## config.mk

```make
export PLATFORM = sky130hd
export DESIGN_NAME = div_ctrl
export DESIGN_NICKNAME = d
export VERILOG_FILES = /design/src/rtl/div_ctrl.sv
export SDC_FILE = /design/constraint.sdc
export NUM_CORES = 1
export LEC_CHECK = 0
export CAP_MARGIN = 10
export CORE_MARGIN = 4
export CORE_UTILIZATION = 35
export DETAILED_ROUTE_END_ITERATION = 7
export HOLD_SLACK_MARGIN = 0.1
export PLACE_DENSITY = 0.63
export SYNTH_ARGS = -nofsm -noshare
export SYNTH_HDL_FRONTEND = slang
export SYNTH_SLANG_ARGS = --single-unit
```

## constraint.sdc

```tcl
create_clock -name clk -period 7.8 [get_ports clk]
set_input_delay 1.56 -clock clk [delete_from_list [all_inputs] [get_ports clk]]
set_output_delay 1.56 -clock clk [all_outputs]
set_load 0.01 [all_outputs]
```

## src/rtl/div_ctrl.sv

```systemverilog
// div_ctrl: multi-cycle 32-bit restoring divider for the EX stage.
// Produces {remainder, quotient} for HI/LO, with signed (DIV) and unsigned (DIVU) modes,
// a fixed result for a zero divisor, and pipeline annul/stall handshaking.
module div_ctrl #(
    parameter logic [63:0] DIVZ_RESULT = 64'h0
) (
    input  logic        clk,
    input  logic        rst,
    input  logic        signed_div_i,
    input  logic [31:0] opdata1_i,
    input  logic [31:0] opdata2_i,
    input  logic        start_i,
    input  logic        annul_i,
    output logic [63:0] result_o,
    output logic        ready_o,
    output logic        stallreq_o
);

    typedef enum logic [1:0] {StIdle, StDivZero, StBusy, StDone} state_e;

    state_e      state_q;
    logic [5:0]  cnt_q;
    logic [31:0] rem_q;      // partial remainder
    logic [31:0] quo_q;      // dividend bits shift out of the top, quotient bits shift in
    logic [31:0] dvsr_q;     // divisor magnitude
    logic        signed_q;
    logic        neg_quo_q;
    logic        neg_rem_q;

    logic [31:0] op1_abs;
    logic [31:0] op2_abs;
    logic [32:0] shifted;
    logic [32:0] trial;
    logic [31:0] quo_fin;
    logic [31:0] rem_fin;

    // Operand magnitudes, one restoring step, and final sign correction
    always_comb begin
        op1_abs = (signed_div_i && opdata1_i[31]) ? (~opdata1_i + 32'd1) : opdata1_i;
        op2_abs = (signed_div_i && opdata2_i[31]) ? (~opdata2_i + 32'd1) : opdata2_i;
        shifted = {rem_q, quo_q[31]};
        // trial[32] set means the shifted remainder is smaller than the divisor
        trial   = shifted - {1'b0, dvsr_q};
        quo_fin = (signed_q && neg_quo_q) ? (~quo_q + 32'd1) : quo_q;
        rem_fin = (signed_q && neg_rem_q) ? (~rem_q + 32'd1) : rem_q;
    end

    // Stall the pipeline while a request is pending and no result is ready
    assign stallreq_o = start_i & ~annul_i & ~ready_o;

    // Divider state machine with registered result and ready
    always_ff @(posedge clk) begin
        if (rst) begin
            state_q   <= StIdle;
            cnt_q     <= 6'd0;
            rem_q     <= 32'd0;
            quo_q     <= 32'd0;
            dvsr_q    <= 32'd0;
            signed_q  <= 1'b0;
            neg_quo_q <= 1'b0;
            neg_rem_q <= 1'b0;
            ready_o   <= 1'b0;
            result_o  <= 64'h0;
        end else begin
            unique case (state_q)
                StIdle: begin
                    ready_o  <= 1'b0;
                    result_o <= 64'h0;
                    if (start_i && !annul_i) begin
                        rem_q     <= 32'd0;
                        quo_q     <= op1_abs;
                        dvsr_q    <= op2_abs;
                        signed_q  <= signed_div_i;
                        neg_quo_q <= opdata1_i[31] ^ opdata2_i[31];
                        neg_rem_q <= opdata1_i[31];
                        cnt_q     <= 6'd0;
                        state_q   <= (opdata2_i == 32'd0) ? StDivZero : StBusy;
                    end
                end
                StDivZero: begin
                    if (annul_i) begin
                        state_q <= StIdle;
                        cnt_q   <= 6'd0;
                    end else begin
                        state_q  <= StDone;
                        ready_o  <= 1'b1;
                        result_o <= DIVZ_RESULT;
                    end
                end
                StBusy: begin
                    if (annul_i) begin
                        state_q <= StIdle;
                        cnt_q   <= 6'd0;
                    end else if (cnt_q != 6'd32) begin
                        if (trial[32]) begin
                            rem_q <= shifted[31:0];
                            quo_q <= {quo_q[30:0], 1'b0};
                        end else begin
                            rem_q <= trial[31:0];
                            quo_q <= {quo_q[30:0], 1'b1};
                        end
                        cnt_q <= cnt_q + 6'd1;
                    end else begin
                        result_o <= {rem_fin, quo_fin};
                        ready_o  <= 1'b1;
                        state_q  <= StDone;
                    end
                end
                StDone: begin
                    // Hold the result until EX drops its request; never restart from here
                    if (!start_i) begin
                        state_q  <= StIdle;
                        cnt_q    <= 6'd0;
                        ready_o  <= 1'b0;
                        result_o <= 64'h0;
                    end
                end
                default: begin
                    state_q <= StIdle;
                end
            endcase
        end
    end

endmodule
```

Word-level counts from Yosys, hierarchy flattened
Index checks and enable logic that the tools add are counted.
Storage, ports and cells
  memory bits (read-only): 0
  register bits after elaboration: 172
  input port bits: 69
  logic and storage cells: 89
  latch bits: 0
  output and inout bits: 66
  memories kept: 0
  RAM bits: 0
Cells by class
  reductions and logical operators: 14
  $lt $le $gt $ge: 0
  equality and inequality tests: 13
  divide/modulo/power cells: 0
  shift-type cells: 0
  add/subtract/negate cells: 6
  $mul: 0
  bitwise gates (word level): 9
  mux-type cells: 37
Operators by type and width (count)
  32-bit 2-to-1 mux: 11
  64-bit 2-to-1 mux: 4
  64-bit one-hot mux with 4 select lines: 1
  32-bit by 1-bit adder with 32-bit output, second input constant: 4
  32-bit NOT: 4
  32-bit one-hot mux with 2 select lines: 2
  33-bit by 32-bit subtractor with 33-bit output: 1
  32-bit logical NOT: 1
  6-bit 2-to-1 mux: 5
  6-bit one-hot mux with 4 select lines: 1
  2-bit inequality test, second input constant: 7
  2-bit 2-to-1 mux: 6
  4-bit AND reduction: 3
  2-bit one-hot mux with 4 select lines: 1
  6-bit by 1-bit adder with 6-bit output, second input constant: 1
  3-bit inequality test, second input constant: 2
  6-bit inequality test, second input constant: 1
  1-bit logical AND: 5
  1-bit 2-to-1 mux: 5
  2-bit equality test, second input constant: 2
  1-bit one-hot mux with 4 select lines: 1
  3-bit AND reduction: 1
  1-bit bitwise AND: 2
  2-bit by 1-bit equality test with 1-bit output, second input constant: 1
  other kinds (6): 7

Logic depth before layout (Yosys ltp)
Gate-level depths: netlist of run 1.
  depth after elaboration: 6
  mapped depth: 12
  depth with buffers taken out: 11

Least setup slack after synthesis of run 1
No wires, ideal clock.
  path type: input -> register
  start: in opdata2_i[11]
  end: reg dvsr_q[30]
  path buffers: 0
  arrival: 3892 ps
  setup slack: 3823 ps
  required time: 7714 ps
  setup time: 86 ps
  stages: 7
  cell sequence: or3_4 or4_4 or4_4 or4_4 o41ai_2 xor2_1 a211oi_1
Between the ends
  longest elaborated chain between the ends: 3
Ends and longest elaborated chain
  start, declared: line 11  | input logic [31:0] opdata2_i,
  32-bit NOT: line 40  | op2_abs = (signed_div_i && opdata2_i[31]) ? (~opdata2_i + 32'd1) : opdata2_i;
  32-bit by 1-bit adder with 32-bit output: line 40
  32-bit 2-to-1 mux: line 40
  end signal, assigned: line 72  | dvsr_q <= op2_abs;
  end, declared: line 25  | logic [31:0] dvsr_q;
No other way between the ends.
A chain may end at the register's enable or synchronous reset.

Worst setup path in the final report of run 1
  start: in annul_i
  end: out stallreq_o
Between the ends
  longest elaborated chain between the ends: 3
Ends and longest elaborated chain
  start, declared: line 13  | input logic annul_i,
  1-bit NOT: line 49  | assign stallreq_o = start_i & ~annul_i & ~ready_o;
  1-bit bitwise AND (2 in series): line 49
  end, declared: line 16  | output logic stallreq_o
No other way between the ends.

==> results of run 1 <==
-- cells by family after synthesis --
group / count (synthesis) / synth area share, %
fa+ha+maj: 43 / 4.85
flops: 172 / 30.6
mux: 4 / 0.367
buf+inv: 157 / 5.25
compound gates: 436 / 25.5
xor+xnor: 146 / 11.4
simple gates: 537 / 22.1
-- metal layers --
metal,vias to the layer above,track usage (%)
li1,5470,-
met1,5063,24.5
met2,361,28.7
met3,42,3.38
met4,2,5.55
met5,-,0
-- layout by cell type, fill, tap and decap left out, types with 11 or more instances in the layout --
master	netlist	layout
nand2_1	197	197
dfxtp_1	172	172
nor2_1	167	163
clkdlybuf4s50_1	0	133
a21oi_1	122	122
xnor2_1	86	86
o21ai_0	79	79
xor2_1	60	60
inv_1	57	57
a22oi_1	50	50
ha_1	42	41
a211oi_1	32	32
nor3_1	32	32
o31ai_1	23	23
a31oi_1	21	21
nand3_1	19	18
clkbuf_16	0	17
nor4_1	17	16
nand4_1	16	16
nand2b_1	15	15
o211ai_1	15	15
a221o_1	15	15
a22o_1	12	12
buf_4	0	12
a21o_1	11	11
-- registers in the layout (all words and copies together) (netlist names), 2 cells and up --
signal and flops:
dvsr_q 32, result_o 64, cnt_q 6, state_q 2, rem_q 32, quo_q 32
-- cell type report --
| class | count | area [µm²] | share of cell area, % |
|---|---|---|---|
| timing repair buffer | 145 | 1420 | 10.6 |
| sequential | 172 | 3440 | 25.6 |
| inverter | 57 | 214 | 1.59 |
| tap | 402 | 503 | 3.74 |
| multi-input combinational | 1166 | 7260 | 54.0 |
| clock inverter | 14 | 171 | 1.27 |
| clock buffer | 18 | 439 | 3.27 |
-- Yosys cell counts, types with 42 or more instances --
cell type / number
nand2_1: 197
ha_1: 42
a21oi_1: 122
xnor2_1: 86
inv_1: 57
clkbuf_1: 93
dfxtp_1: 172
nor2_1: 167
o21ai_0: 79
xor2_1: 60
a22oi_1: 50
-- per-stage QoR --
step                      instances  power, W
after floorplan                1495   0.00192
after global placement         1942   0.00222
after detailed placement       1942   0.00223
after CTS                      1974   0.00312
after global routing           1974   0.00330
final                          1974   0.00312
-- how the worst max path moves through the flow --
stage | startpoint | to | slack [ns]
final | annul_i | stallreq_o | 3.09
after global routing | annul_i | stallreq_o | 2.99
after global placement | opdata1_i[8] | quo_q[29] | 3.08
after floorplan | opdata2_i[11] | dvsr_q[30] | 3.82
after detailed placement | opdata2_i[10] | state_q[0] | 3.03
after CTS | annul_i | stallreq_o | 3.06
-- report_power, final --
part           switching (W)  internal, W  total, W
sequential         0.0000805     0.000953   0.00103
combinational       0.000768     0.000423   0.00119
clock               0.000421     0.000470  0.000891
-- worst max-delay path, delay by kind of cell --
| kind | cells | cell delay (ns) |
|---|---|---|
| AND/OR/NAND/NOR | 2 | 0.47 |
| buffers and inverters | 2 | 1.12 |
==> metrics.csv, run 1 <==
metric,value,unit
most frequent cell on the critical path,clkdlybuf4s50_1,
depth of the worst register-to-register path,10,
layout overhead on the synthesized area,19.5,%
synthesis-stage register bit count,172,
Routed met1 length,15.4,mm
routed wire length,33.2,mm
Final Cell Area,0.0135,mm²
hold slack,0.454,ns
final setup TNS,0,ns
clock latency of the later-clocked register in the worst-skew pair,0.45,ns
Post-CTS Hold Buffers,0,
Max Fclk,212,MHz
number of cells traversed by the worst hold path,2,
slowest library cell on the worst path,clkdlybuf4s50_1,
arrival time of the worst setup path,3.15,ns
ys flop type,dfxtp_1,
Std-Cell Core Area,0.0316,mm²
maximum number of pins on one net before global-route repair,79,
total die area,0.0351,mm²
Clock Pin Slew Worst Setup and Hold Paths,0.07,ns
type of destination of the critical path,primary output,
Initial Utilization,35.6,%
Layout fillers,3180,
shortest period the worst path allows,4.71,ns
CTS Root Cell,clkbuf_16,
Vias,10900,
Antenna Nets Post-Route,0,
post-detailed-placement cell area,0.0128,mm²
classification of the worst-slack hold path,flop to flop,
Worst Min Path Start,dvsr_q[25],
number of setup buffers added after CTS,0,
cell types with the largest area share after synthesis,"dfxtp_1, xnor2_1, nand2_1",
Worst VDD drop,159,µV
"Slew Viols, Final",0,
number of instances in the synthesized netlist,1495,
via density per instance,5.54,
number of levels in the clock H-tree,4,
number of synthesized flops with an enable pin,0,
routability congestion estimate,0.886,
PostCTS Resize Cnt,0,
clock sink total,172,
uppermost signal routing layer after detailed routing,met5,
category of the most critical setup path,input port to primary output,
biggest cell delay along the critical path,0.56,ns
count of buffers inserted at the top-level ports,134,
vias in the first global route,10100,
Die Height,187,µm
RSZ-0062 raised after global routing,no,
total routing usage reported by global routing,17.9,%
Setup-failing EPs final,0,
slew margin rel.,18.6,%
DRC violation count after routing,0,
final worst clock skew,0.0177,ns
"FFs w/ async S/R, synth",0,%
MaxCap Viol Count,0,
average size of a mapped cell,7.53,µm²
cell type with the largest total area after synthesis,dfxtp_1,
std cell rows,65,
post-synthesis sequential area ratio,30.6,%
drt first-iter violations,792,
status,completed,
number of diodes added for antenna fixing,0,
post-DR wirelength/cell,16.8,µm
Die X,187,µm
Worst-Margin Slew,1.22,ns
Util after Layout,42.5,%
Final Hold Viols,0,
initial antenna violation count,1,
CP Cell Sequence,clkdlybuf4s50_1 > nand2b_1 > nor2_1 > clkdlybuf4s50_1,
number of nets at the end of the flow,1671,
number of iterations in the first detailed-routing pass,6,
share of layout cells above drive strength 1,4.45,%
met2 routed WL,15.0,mm
number of clock buffers inserted by TritonCTS,17,
startpoint of the worst register-to-register path,rem_q[0],
met3 WL post-DR,2.15,mm
number of placed I/O pins,135,
total gr overflow,0,
HPWL after detailed placement,23.8,mm
minimum setup slack in the final design,3.09,ns
share of the cycle needed by the critical path after routing,60.4,%
Mapped Area,0.0113,mm²
TritonCTS clock tree,done,
power density relative to cell area,232,mW/mm²
Leak,5.00,nW
number of nets produced by synthesis,1607,
global-route wire length before repair,52.9,mm
number of warnings reported in the yosys synthesis log,0,
number of distinct standard cells referenced by the synthesized netlist,67,
launching element type of the critical path,input port,
required time of the worst setup path,6.24,ns
Clock Path Buffers,2,
endpoint of the worst hold-timing path,dvsr_q[25],
worst setup timing slack at the placement stage,3.03,ns
peak fanout along the critical path,9,
setup slack on the worst flop-to-flop path,3.93,ns
r2r endpoint,rem_q[30],
post-synth top area share,30.6,%
No activity file was read; power rests on OpenSTA's default activity.
==> run 2, diff against run 1 <==
--- a/config.mk
+++ b/config.mk
@@ -10,7 +10,7 @@
 export CORE_UTILIZATION = 35
 export DETAILED_ROUTE_END_ITERATION = 7
 export HOLD_SLACK_MARGIN = 0.1
-export PLACE_DENSITY = 0.63
+export PLACE_DENSITY = 0.65
 export SYNTH_ARGS = -nofsm -noshare
 export SYNTH_HDL_FRONTEND = slang
 export SYNTH_SLANG_ARGS = --single-unit
==> constraint.sdc (replaced) <==
create_clock -name clk -period 3.8 [get_ports clk]
set_input_delay 0.76 -clock clk [delete_from_list [all_inputs] [get_ports clk]]
set_output_delay 0.76 -clock clk [all_outputs]
set_load 0.01 [all_outputs]
==> metrics.csv, run 2 (synthesized netlist as in run 1, its figures left out) <==
metric,value,unit
status,completed,
number of iterations in the first detailed-routing pass,6,
share of layout cells above drive strength 1,5.89,%
Post-CTS Hold Buffers,0,
power density relative to cell area,471,mW/mm²
required time of the worst setup path,4.15,ns
number of diodes added for antenna fixing,0,
Clock Pin Slew Worst Setup and Hold Paths,0.08,ns
category of the most critical setup path,input port to flop,
vias in the first global route,10300,
number of setup buffers added after CTS,0,
Clock Path Buffers,2,
max FFs per register,64,
clock sink total,172,
TritonCTS clock tree,done,
highest-count cells in the layout ignoring fill and taps,"nand2_1, dfxtp_1, nor2_1, clkdlybuf4s50_1, a21oi_1",
routed wire length,32.9,mm
number of placed I/O pins,135,
Max Fclk,299,MHz
Worst-Margin Slew,0.955,ns
Die X,187,µm
Setup-failing EPs final,0,
number of clock buffers inserted by TritonCTS,17,
CTS Root Cell,clkbuf_16,
share of the cycle needed by the critical path after routing,87.9,%
total gr overflow,0,
final cell count without fillers,1999,
shortest period the worst path allows,3.34,ns
number of nets at the end of the flow,1696,
via density per instance,5.55,
final worst clock skew,0.0126,ns
number of levels in the clock H-tree,4,
final setup TNS,0,ns
drt first-iter violations,1043,
Initial Utilization,35.6,%
type of destination of the critical path,flop,
"most common cell after layout, fill and taps aside",nand2_1,
Worst VDD drop,335,µV
PostCTS Resize Cnt,0,
Vias,11100,
Die Height,187,µm
setup slack on the worst flop-to-flop path,0.49,ns
clock latency of the later-clocked register in the worst-skew pair,0.44,ns
total die area,0.0351,mm²
DRC violation count after routing,0,
Std-Cell Core Area,0.0316,mm²
Final Hold Viols,0,
MaxCap Viol Count,0,
"Slew Viols, Final",0,
Antenna Nets Post-Route,0,
classification of the worst-slack hold path,flop to flop,
layout overhead on the synthesized area,21.2,%
routability congestion estimate,0.865,
RSZ-0062 raised after global routing,no,
post-DR wirelength/cell,16.5,µm
"Most flops, register",result_o,
std cell rows,65,
cell total after placement,1967,
total routing usage reported by global routing,17.8,%
maximum number of pins on one net before global-route repair,76,
count of buffers inserted at the top-level ports,134,
global-route wire length before repair,52.6,mm
arrival time of the worst setup path,3.69,ns
initial antenna violation count,0,
Leak,5.12,nW
hold slack,0.456,ns
slew margin rel.,36.1,%
peak fanout along the critical path,4,
HPWL after detailed placement,24.3,mm
total power,0.00643,W
launching element type of the critical path,input port,
==> run 2: power breakdown <==
part	total, W	internal (W)	switching, W
clock	0.00179	0.000942	0.000843
sequential	0.00212	0.00196	0.000164
combinational	0.00252	0.000933	0.00159
==> run 2: critical path, stage by stage <==
cell and delay [ns]:
clkdlybuf4s50_1 0.42, or3_4 0.41, or4_4 0.43, or4_4 0.45, or4_4 0.55, nor3_2 0.16
buf_4 0.16, a221oi_1 0.08, a211oi_1 0.26
==> run 2: routing by layer <==
metal  track usage, %  share of wire (%)  vias to the layer above
met1             24.2                 46                     5148
met3             3.45                6.6                       53
met5                0                  0                        -
met2             29.2                 45                      361
li1                 -                  -                     5525
met4             4.86                2.3                        0
==> run 2: layout make-up <==
cell class	instances	area, µm²
Fill cell	3132	18000
Multi-Input combinational cell	1166	7260
Sequential cell	172	3440
Timing Repair Buffer	170	1620
Tap cell	402	503
Clock buffer	17	425
Inverter	57	214
Clock inverter	15	178
==> run 2: per-stage QoR <==
| stage | area, µm² | utilization (%) | worst slack (ns) |
|---|---|---|---|
| after floorplan | 11300 | - | 0.623 |
| after global placement | 13000 | 41.2 | 0.0879 |
| after detailed placement | 13000 | 41.2 | 0.00293 |
| after CTS | 13600 | 43.1 | 0.473 |
| after global routing | 13600 | 43.1 | 0.146 |
| final | 13600 | 43.1 | 0.459 |
==> run 2: worst paths after layout <==
kind / start / end / cells after the start
worst max-delay path: opdata2_i[11] / state_q[0] / 9
worst min-delay path: dvsr_q[25] / dvsr_q[25] / 2
worst max register to register: rem_q[26] / rem_q[11] / 10
worst min register to register: dvsr_q[25] / dvsr_q[25] / 2
==> RTL change 1: new RTL, settings of run 1 <==
Re-encode `state_e` (4 states) as one-hot, 4 bits wide.
--- a/src/rtl/div_ctrl.sv
+++ b/src/rtl/div_ctrl.sv
@@ -16,7 +16,7 @@
     output logic        stallreq_o
 );
 
-    typedef enum logic [1:0] {StIdle, StDivZero, StBusy, StDone} state_e;
+    typedef enum logic [3:0] {StIdle = 4'b0001, StDivZero = 4'b0010, StBusy = 4'b0100, StDone = 4'b1000} state_e;
 
     state_e      state_q;
     logic [5:0]  cnt_q;
Function: same outputs for any inputs over 4 cycles, from zero or initial values and one cycle with rst high; so few cycles prove little.
==> RTL change 1 against run 1 <==
Final area shrank 1.2%. Sequential cell count rose by 2. Routed wire length decreased by 6.1%. Register-to-register slack lost 0.12 ns. Clock skew grew 0.0014 ns. Total power fell by 21%. Core utilization rose by 0.57 points. Setup slack better by 0.12 ns. First-iteration DRC count fell by 0.88%. Area after synthesis down 2.0%. Largest cell class unchanged.
==> RTL change 1: results (changes against run 1) <==
| Metric | Value |
|---|---|
| Post-detail-place hpwl | 23.8 mm (-0.28%) |
| Via/cell ratio | 5.38 (-2.9%) |
| Top post-synthesis cells by count | 195 x nor2_1, 174 x dfxtp_1, 122 x a21oi_1 |
| DRT Pass-1 Iters | 5 (-1) |
| Worst R2R End | rem_q[26] |
| Mapped Cells | 1,432 (-4.2%) |
| Fill cells | 3,009 (-5.4%) |
| Distinct cells, synth | 72 (+7.5%) |
| R2r startpoint | rem_q[24] |
| Worst-path fanout max | 8 (-1) |
| WL final | 31.2 mm (-6.1%) |
| Status | finished, final reports clean |
| Slew @ Worst Pin | 1.07 ns (-0.144 ns) |
| Reg2reg setup slack | 3.81 ns (-0.12 ns) |
| Crit path time final | 4.59 ns (-0.120 ns) |
| Cells after DPL | 1,885 (-2.9%) |
| Gpl congestion | 0.943 (+6.4%) |
| Lkg Pwr | 0.00490 uW (-2.0%) |
| Arrival @ worst endpoint | 3.03 ns (-0.12 ns) |
| Vias in the first global route | 9,508 (-6.0%) |
| Largest net degree at the start of global routing | 69 (-13%) |
| Maximum vdd drop | 0.143 mV (-10%) |
| FF-to-FF path depth | 11 (+1) |
| Final Skew | 0.0190 ns (+0.00135 ns) |
| DR iter-0 viols | 785 (-0.88%) |
| Via Count | 10,300 (-5.8%) |
| Area contributors post-synth | dfxtp_1 32%, nor2_1 6.6%, xnor2_1 6.4% |
| Global-route wire length before repair | 51.0 mm (-3.6%) |
| Fin nets | 1,616 (-3.3%) |
[RTL change 1: changes by cell type in the layout (fill, tap and decap cells not counted), sizes merged, moves of 13 or more]
cell and delta:
a211oi +17, o21ai +13, a31oi -15, nand2 -79
mux2i +17, a221o -15, nor2 +28
[RTL change 1: power by group]
part	internal (uW)	switching (uW)
logic	241	368
clock network	444	449
registers	927	43.9
total	1610	861
[RTL change 1: critical path, cell delays in order]
cell	delay (ns)
clkdlybuf4s50_1	0.54
nand2b_1	0.28
nor2_1	0.12
clkdlybuf4s50_1	0.54
[RTL change 1: cell families after synthesis]
kind of cell,share of synthesized area [%]
buffers and inverters,4.85
DFF,31.6
adders and majority gates,4.49
muxes,2.12
AOI/OAI and AO/OA,26.2
and+or+nand+nor,19.5
xor gates and xnor gates,11.3
[RTL change 1: worst min-delay path by stage]
stage               start    endpoint  slack [ns]  cells past startpoint
4_1_cts        dvsr_q[31]  dvsr_q[31]        0.46                      2
3_3_place_gp   dvsr_q[12]  dvsr_q[12]        0.44                      2
3_5_place_dp   dvsr_q[31]  dvsr_q[31]        0.45                      2
2_1_floorplan  dvsr_q[31]  dvsr_q[31]        0.43                      2
6_report       dvsr_q[31]  dvsr_q[31]        0.46                      2
5_1_grt        dvsr_q[12]  dvsr_q[12]        0.49                      2
[RTL change 1: area by class of cell]
type / count / area (sq um) / area share, %
clock buffers: 17 / 425 / 3.20
flip-flops and latches: 174 / 3480 / 26.2
clock inverters: 15 / 206 / 1.55
multi-input cells: 1116 / 7060 / 53.1
inverters: 56 / 210 / 1.58
repair buffers: 143 / 1410 / 10.6
well taps: 396 / 495 / 3.73
[RTL change 1: routing by layer]
layer	track usage, %	part of all wire [%]
met5	0	0
met4	4.81	1.8
met3	2.07	4.9
met2	25.7	40
met1	28.2	53
[RTL change 1: per-stage QoR]
step	utilization, %	instance area [sq um]	hold slack [ns]	power (uW)
detailed placement	41.0	12700	0.447	1590
finish	43.1	13300	0.457	2470
CTS	43.1	13300	0.455	2490
floorplan	-	11000	0.432	1420
global placement	41.0	12700	0.440	1590
global route	43.1	13300	0.493	2610
==> RTL change 2: new RTL, settings of run 1 <==
Without the edit above. Add an input register stage for `signed_div_i`, cleared by the reset; this delays it by one clock. The other inputs are not delayed to match.
--- a/src/rtl/div_ctrl.sv
+++ b/src/rtl/div_ctrl.sv
@@ -18,6 +18,16 @@
 
     typedef enum logic [1:0] {StIdle, StDivZero, StBusy, StDone} state_e;
 
+    logic signed_div_q;
+
+    always_ff @(posedge clk) begin
+        if (rst) begin
+            signed_div_q <= '0;
+        end else begin
+            signed_div_q <= signed_div_i;
+        end
+    end
+
     state_e      state_q;
     logic [5:0]  cnt_q;
     logic [31:0] rem_q;      // partial remainder
@@ -36,8 +46,8 @@
 
     // Operand magnitudes, one restoring step, and final sign correction
     always_comb begin
-        op1_abs = (signed_div_i && opdata1_i[31]) ? (~opdata1_i + 32'd1) : opdata1_i;
-        op2_abs = (signed_div_i && opdata2_i[31]) ? (~opdata2_i + 32'd1) : opdata2_i;
+        op1_abs = (signed_div_q && opdata1_i[31]) ? (~opdata1_i + 32'd1) : opdata1_i;
+        op2_abs = (signed_div_q && opdata2_i[31]) ? (~opdata2_i + 32'd1) : opdata2_i;
         shifted = {rem_q, quo_q[31]};
         // trial[32] set means the shifted remainder is smaller than the divisor
         trial   = shifted - {1'b0, dvsr_q};
@@ -70,7 +80,7 @@
                         rem_q     <= 32'd0;
                         quo_q     <= op1_abs;
                         dvsr_q    <= op2_abs;
-                        signed_q  <= signed_div_i;
+                        signed_q  <= signed_div_q;
                         neg_quo_q <= opdata1_i[31] ^ opdata2_i[31];
                         neg_rem_q <= opdata1_i[31];
                         cnt_q     <= 6'd0;
Check against the original RTL: same outputs for any inputs over 4 cycles, from zero or initial values and one cycle with rst high; that may be too few to reach the edited logic, so the function may still have changed.
==> RTL change 2 against run 1 <==
Register-to-register slack better by 0.18 ns. Worst hold slack better by 0.021 ns. Count of clock-buffer cells in the layout down 1. Core utilization grew 0.57 points. Area after synthesis fell by 2.7%. Setup slack better by 0.025 ns. Total power increased by 0.47%. Global-route usage decreased by 0.39 points. First-iteration DRC count fell by 5.8%. Final area is 1.5% lower. Routed wire length shrank 6.9%. Clock power increased by 6.5%. Sequential cell count grew 1. Maximum frequency rose by 0.54%.
==> RTL change 2: results (changes against run 1) <==
| Metric | Value |
|---|---|
| Status | finished, final reports clean |
| XOR/XNOR Fraction of Synth Area | 11.7% (+0.32 points) |
| FF-to-FF path depth | 11 (+1) |
| Peak Freq | 0.213 GHz (+0.54%) |
| Gpl congestion | 0.916 (+3.3%) |
| Overall die width | 185 um (-1.3%) |
| Reg2reg setup slack | 4.11 ns (+0.18 ns) |
| PwrDens | 236 nW/um^2 (+2.0%) |
| Maximum vdd drop | 0.161 mV (+1.3%) |
| Largest net degree at the start of global routing | 83 (+5.1%) |
| Max layer used | met4 |
| Inverters | 65 (+14%) |
| Synth Area in Adders | 4.98% (+0.14 points) |
| Top post-synthesis cells by count | 202 x nand2_1, 173 x dfxtp_1, 140 x nor2_1 |
| Comb_multi_in | 1,108 (-5.0%) |
| Distinct cells, synth | 71 (+6.0%) |
| DR iter-0 viols | 746 (-5.8%) |
| GR Util All Layers | 17.5% (-0.39 points) |
| Post-detail-place hpwl | 23.7 mm (-0.48%) |
| Cells after DPL | 1,888 (-2.8%) |
| Share of post-route cells with drive strength above 1 | 5.18% (+0.73 points) |
| DRT Pass-1 Iters | 5 (-1) |
| Finished Core Util | 43.1% (+0.57 points) |
| Data buffer area share | 10.9% (+0.33 points) |
| Area contributors post-synth | dfxtp_1 32%, xnor2_1 7.2%, nand2_1 6.9% |
| Clk pwr share | 30.3% (+1.7 points) |
| Clock-cell share | 4.93% (+0.39 points) |
| Post-layout instance count excluding filler cells | 1,921 (-2.7%) |
| DR WL met2 | 12.6 mm (-16%) |
| Via Count | 10,100 (-8.1%) |
| Multiplexer area fraction after synthesis | 1.75% (+1.4 points) |
| Slew @ Worst Pin | 0.927 ns (-0.291 ns) |
| Compound-Gate Fraction of Synth Area | 24.4% (-1.1 points) |
| Mean post-synth cell area | 7.67 sq um (+1.8%) |
| Final Skew | 0.0168 ns (-0.000880 ns) |
| Lkg Pwr | 0.00485 uW (-3.0%) |
| Syn nets | 1,540 (-4.2%) |
| Vias in the first global route | 9,187 (-9.2%) |
| Combinational cell power | 1130 uW (-5%) |
| Post-place setup slack | 3.14 ns (+0.110 ns) |
| Sw Share | 38.3% (-2.5 points) |
| Yosys reg bits | 173 (+0.58%) |
| Area of the multi-input gates | 6950 sq um (-4.3%) |
| Fill cells | 3,095 (-2.7%) |
| Met3 WL post-DR | 1.76 mm (-18%) |
| FF+latch area | 3460 sq um (+0.58%) |
RTL change 2: changes by cell type in the layout (fill, tap and decap cells not counted), moves of 6 or more:
| cell | before | now |
|---|---|---|
| a221o_1 | 15 | 1 |
| a22o_1 | 12 | 28 |
| a22oi_1 | 50 | 33 |
| a2bb2oi_1 | 0 | 7 |
| inv_1 | 57 | 65 |
| mux2i_1 | 3 | 18 |
| nand2b_1 | 15 | 8 |
| nand4_1 | 16 | 7 |
| nor2_1 | 163 | 136 |
| nor3_1 | 32 | 16 |
| o211ai_1 | 15 | 4 |
| o21ai_0 | 79 | 118 |
| o31ai_1 | 23 | 16 |
| o41ai_1 | 10 | 4 |
RTL change 2: worst max-delay path, cell delays in order:
cell and delay (ns):
clkdlybuf4s50_1 0.59, nand2b_1 0.31, nor2_1 0.12, clkdlybuf4s50_1 0.55
RTL change 2: cells by family after synthesis:
kind of cell,after synthesis
mux,19
fa+ha+maj,43
simple gates,476
xor+xnor,146
compound gates,424
flops,173
buf+inv,147
